## config.mk

```make
export PLATFORM = sky130hd
export DESIGN_NAME = ext_bus_video_frame_reader
export DESIGN_NICKNAME = d
export VERILOG_FILES = /design/src/rtl/ext_bus_video_frame_reader.sv
export SDC_FILE = /design/constraint.sdc
export NUM_CORES = 1
export LEC_CHECK = 0
export BUFFER_PORTS_ARGS = -buffer_cell sky130_fd_sc_hd__buf_2
export CAP_MARGIN = 20
export CORE_MARGIN = 1
export CORE_UTILIZATION = 48
export CTS_BUF_LIST = sky130_fd_sc_hd__clkbuf_8
export DETAILED_ROUTE_END_ITERATION = 12
export GPL_TIMING_DRIVEN = 0
export MAX_ROUTING_LAYER = met4
export PLACE_DENSITY = 0.77
export SLEW_MARGIN = 20
export SYNTH_ARGS = -nofsm -noshare
export SYNTH_HDL_FRONTEND = slang
export SYNTH_SLANG_ARGS = --single-unit
```

## constraint.sdc

```tcl
create_clock -name clk -period 1.7 [get_ports clk]
set_input_delay 0.255 -clock clk [delete_from_list [all_inputs] [get_ports clk]]
set_output_delay 0.255 -clock clk [all_outputs]
set_load 0.02 [all_outputs]
```

## src/rtl/ext_bus_video_frame_reader.sv

```systemverilog
// Read-only bus initiator: fetches one RGB565 frame, one pixel per bridge read,
// and streams the pixels out on a valid/ready port with start/end-of-frame markers.
module ext_bus_video_frame_reader #(
  parameter logic [29:0] BASE_ADDR = 30'h0200_0000,
  parameter int          H_RES     = 320,
  parameter int          V_RES     = 240,
  parameter int          Y_SHIFT   = 10,
  parameter int          TIMEOUT   = 255
) (
  input  logic        clk,
  input  logic        reset_n,
  input  logic        start,
  output logic        busy,
  output logic        done,
  output logic        timeout_err,
  output logic [29:0] bus_address,
  output logic [1:0]  bus_byte_enable,
  output logic        bus_read,
  output logic        bus_write,
  output logic [15:0] bus_write_data,
  input  logic        bus_acknowledge,
  input  logic [15:0] bus_read_data,
  output logic [15:0] pix_data,
  output logic        pix_valid,
  input  logic        pix_ready,
  output logic        pix_sop,
  output logic        pix_eop
);

  typedef enum logic [1:0] {IDLE, REQ, PUSH, DONE} state_t;

  localparam logic [8:0]  X_LAST = 9'(H_RES - 1);
  localparam logic [7:0]  Y_LAST = 8'(V_RES - 1);
  localparam logic [15:0] T_LAST = 16'(TIMEOUT - 1);

  state_t      state_q, state_d;
  logic [8:0]  x_q, x_d;
  logic [7:0]  y_q, y_d;
  logic [15:0] timer_q, timer_d;
  logic        err_q, err_d;
  logic [15:0] data_q, data_d;

  logic        last_pix;
  logic [29:0] pix_addr;

  assign last_pix = (x_q == X_LAST) && (y_q == Y_LAST);
  assign pix_addr = BASE_ADDR + (30'(y_q) << Y_SHIFT) + 30'({x_q, 1'b0});

  always_ff @(posedge clk or negedge reset_n) begin
    if (!reset_n) begin
      state_q <= IDLE;
      x_q     <= '0;
      y_q     <= '0;
      timer_q <= '0;
      err_q   <= 1'b0;
      data_q  <= '0;
    end else begin
      state_q <= state_d;
      x_q     <= x_d;
      y_q     <= y_d;
      timer_q <= timer_d;
      err_q   <= err_d;
      data_q  <= data_d;
    end
  end

  // The timer holds the count of REQ cycles already spent; an ack on the last
  // allowed cycle takes priority over the timeout.
  always_comb begin
    state_d = state_q;
    x_d     = x_q;
    y_d     = y_q;
    timer_d = timer_q;
    err_d   = err_q;
    data_d  = data_q;
    case (state_q)
      IDLE: begin
        if (start) begin
          x_d     = '0;
          y_d     = '0;
          timer_d = '0;
          err_d   = 1'b0;
          state_d = REQ;
        end
      end
      REQ: begin
        if (bus_acknowledge) begin
          data_d  = bus_read_data;
          state_d = PUSH;
        end else if (timer_q == T_LAST) begin
          err_d   = 1'b1;
          state_d = DONE;
        end else begin
          timer_d = timer_q + 16'd1;
        end
      end
      PUSH: begin
        if (pix_ready) begin
          timer_d = '0;
          if (last_pix) begin
            state_d = DONE;
          end else begin
            state_d = REQ;
            if (x_q == X_LAST) begin
              x_d = '0;
              y_d = y_q + 8'd1;
            end else begin
              x_d = x_q + 9'd1;
            end
          end
        end
      end
      DONE:    state_d = IDLE;
      default: state_d = IDLE;
    endcase
  end

  // All outputs decode straight from registers, so reset clears them at once.
  assign bus_read        = (state_q == REQ);
  assign bus_address     = bus_read ? pix_addr : '0;
  assign bus_byte_enable = bus_read ? 2'b11 : 2'b00;
  assign bus_write       = 1'b0;
  assign bus_write_data  = '0;
  assign busy            = (state_q != IDLE);
  assign done            = (state_q == DONE);
  assign timeout_err     = err_q;
  assign pix_valid       = (state_q == PUSH);
  assign pix_data        = data_q;
  assign pix_sop         = pix_valid && (x_q == '0) && (y_q == '0);
  assign pix_eop         = pix_valid && last_pix;

endmodule

```

==> metrics <==
status=finished with violations; failing checks=negative setup slack; Final TNS setup=-3.94 ns; met2 WL post-DR=4.82 mm; Slew Viols, Final=0; post-synthesis cell area=0.00308 sq mm; Worst Tran Pin Value=approximately 0.66 ns; Inserted Diodes=0; 1st-iter DRT viols=165; CTS tree=done; Worst setup SP type=flip-flop; post-synth cell types=57; Pre-antenna DRT Iters=4; Max Clk Rate=497 MHz; Worst EP required=1.44 ns; # setup viols final=44; CP Capture Type=output pin; routed metal-1 wirelength=between 3 and 4 mm; asr flop ratio synth=1.00; vias in the first global route=2685; Fin. Hold Viols=0; worst skew pair latency=roughly 0.31 ns; H-tree depth=2; TritonCTS sink count=52; critical path class=flip-flop to output pin; layout cells sized above 1=0.534; Seq cells post-synth=52; Num CTS Buffers=5; most area-consuming cells after synthesis=dfrtp_1 42%, buf_4 8.0%, mux2_2 5.8%; syn_area_per_cell=9.64 sq um; final core occ=0.757; FF-to-FF setup slack=-0.29 ns; initial antenna violation count=0; die area=slightly below 0.007 sq mm; clk_skew=around 0.007 ns; Initial Utilization=0.509; gr ovfl total=0; Mapped Cells=320; Max IR drop VDD=0.716 mV; Synth Flop Type=dfrtp_1; GR Util All Layers=0.252; unrepaired setup endpoints after global routing=yes; crit-path max FO=4; Worst Path Arrival=1.76 ns; hold_sp=bus_read_data[11]; Yosys warning count=0; worst path cell trace=ha_2, and4b_1, nand4_1, nor2_1, buf_4; post-synth top area cell=dfrtp_1; Seq/Total Area, Yosys=0.422; hold crit path type=primary input to flip-flop; most frequent cell after synthesis=dfrtp_1; core area=0.00606 sq mm; largest net degree at the start of global routing=between 50 and 60; Area growth, synth to finish=48.8%; fillers=402; Critical Path Slowest Stage Cell=dfrtp_1; Final min period=2.01 ns; NumNets Final=490; wire length per cell=between 15 and 20 um; final wirelength=8.72 mm; Die Y=82.2 um; CP delay by family, top=simple AND/OR/NAND/NOR gates; via count=roughly 2900; reg2reg start=y_q[1]; number of synthesized flops with an enable pin=0; crit path buf inv count=1; routability congestion estimate=0.873; Critical R2R Capture=y_q[7]; Storage cell area=0.00131 sq mm; width of the die=82.2 um; Final Worst Setup Slack=-0.314 ns; area fraction of the dominant cell type after synthesis=0.422; WL met3=330 um; R2R cell count=7; P_leak=0.00218 uW; Port Buffers=63; final total power=roughly 5700 uW; Highest Signal Layer=met4; area of the multi-input gates=0.00184 sq mm; clock tree buffer depth=2; dpl hpwl=4.87 mm; maxcap violations=0; CP max stage delay=0.41 ns; WHS Endpoint=pix_data[11]; Pwr per Cell Area=1240 mW/mm^2; clock-pin transition on the worst setup and hold timing paths=0.10 ns; top cells by count, synth=52 x dfrtp_1, 33 x buf_4, 28 x o21ai_0; Tcrit/Tclk final=1.18; pre-CTS setup slack=-0.324 ns; Root Buffer=clkbuf_8; # IOs=93; DR vias/cell=around 5.4; post-route ant nets=0; DRC Markers=0; global-route wire length before repair=12.5 mm; Hold Path Cell Cnt=2; # rows=28; Slew headroom=0.557
[worst max-delay path by stage]
stage                          start           to  cells after the start
after floorplan               x_q[0]       y_q[7]                      6
after detailed placement  timer_q[0]   timer_q[6]                      8
after CTS                     x_q[6]      pix_sop                      3
after global placement    state_q[1]  pix_data[7]                      6
final                         y_q[0]      pix_eop                      5
after global routing          y_q[0]      pix_eop                      5
[metal layers]
layer | global-route usage | vias up
met1 | 0.294 | 1443
met2 | 0.434 | 102
li1 | - | 1371
met3 | 0.0440 | 15
met4 | 0.0912 | 0
met5 | - | -
[report_power, final]
part	internal [uW]	total (uW)	switching, uW
combinational	1490	3240	1750
clock	294	740	446
sequential	1510	1690	184
[metrics by stage]
stage | cells | area [sq um] | hold WS, ns
finish | 539 | 4590 | 0.165
global route | 539 | 4590 | 0.165
CTS | 532 | 4360 | 0.157
detailed placement | 486 | 3620 | 0.336
global placement | 486 | 3620 | 0.481
floorplan | 348 | 3210 | -0.0406
[cell usage in the layout (no fill, tap or decap), types with 10 or more instances in the layout]
cell | Yosys | layout
a21oi_1 | 13 | 11
nor2_1 | 20 | 13
nand3_1 | 13 | 11
buf_2 | 2 | 41
buf_4 | 33 | 71
mux2_2 | 16 | 16
o21ai_1 | 1 | 14
conb_1 | 1 | 29
buf_6 | 1 | 30
dfrtp_1 | 52 | 45
inv_1 | 15 | 10
nand2_1 | 15 | 14
and2_4 | 0 | 12
[cell type report]
class,count,share of cell area
Tap cell,75,0.0204
Clock inverter,3,0.00463
Multi-Input combinational cell,239,0.401
Inverter,16,0.0180
Buffer,39,0.0709
Clock buffer,5,0.0150
Timing Repair Buffer,110,0.185
Sequential cell,52,0.285
[kinds of logic after synthesis]
logic type,count (synthesis),share of synthesized area
compound gates,72,0.156
xor+xnor,2,0.00568
fa+ha+maj,6,0.0243
buf+inv,57,0.114
flops,52,0.422
mux,18,0.0649
other cells,1,0.00122
simple gates,112,0.213
[flip-flops by register name, summed over array words and instances (netlist names)]
| name | flops |
|---|---|
| pix_data | 16 |
| timer_q | 16 |
| x_q | 9 |
| y_q | 8 |
| state_q | 2 |
| timeout_err | 1 |
[what timing repair did]
item,in CTS,in global routing
hold buffers,1,0
gates cloned,3,0
gates resized for setup,114,50
hold endpoints to repair,28,0
setup endpoints to repair,71,66
pin swaps,38,19
buffers inserted,44,8
[worst register-to-register path, stage by stage, from the launching register on]
cell,delay [ns]
dfrtp_1,0.42
ha_2,0.21
and4b_1,0.21
nand4_1,0.17
buf_4,0.16
o211ai_4,0.09
or4_1,0.49
a21boi_1,0.16
No activity file was read; power rests on OpenSTA's default activity.
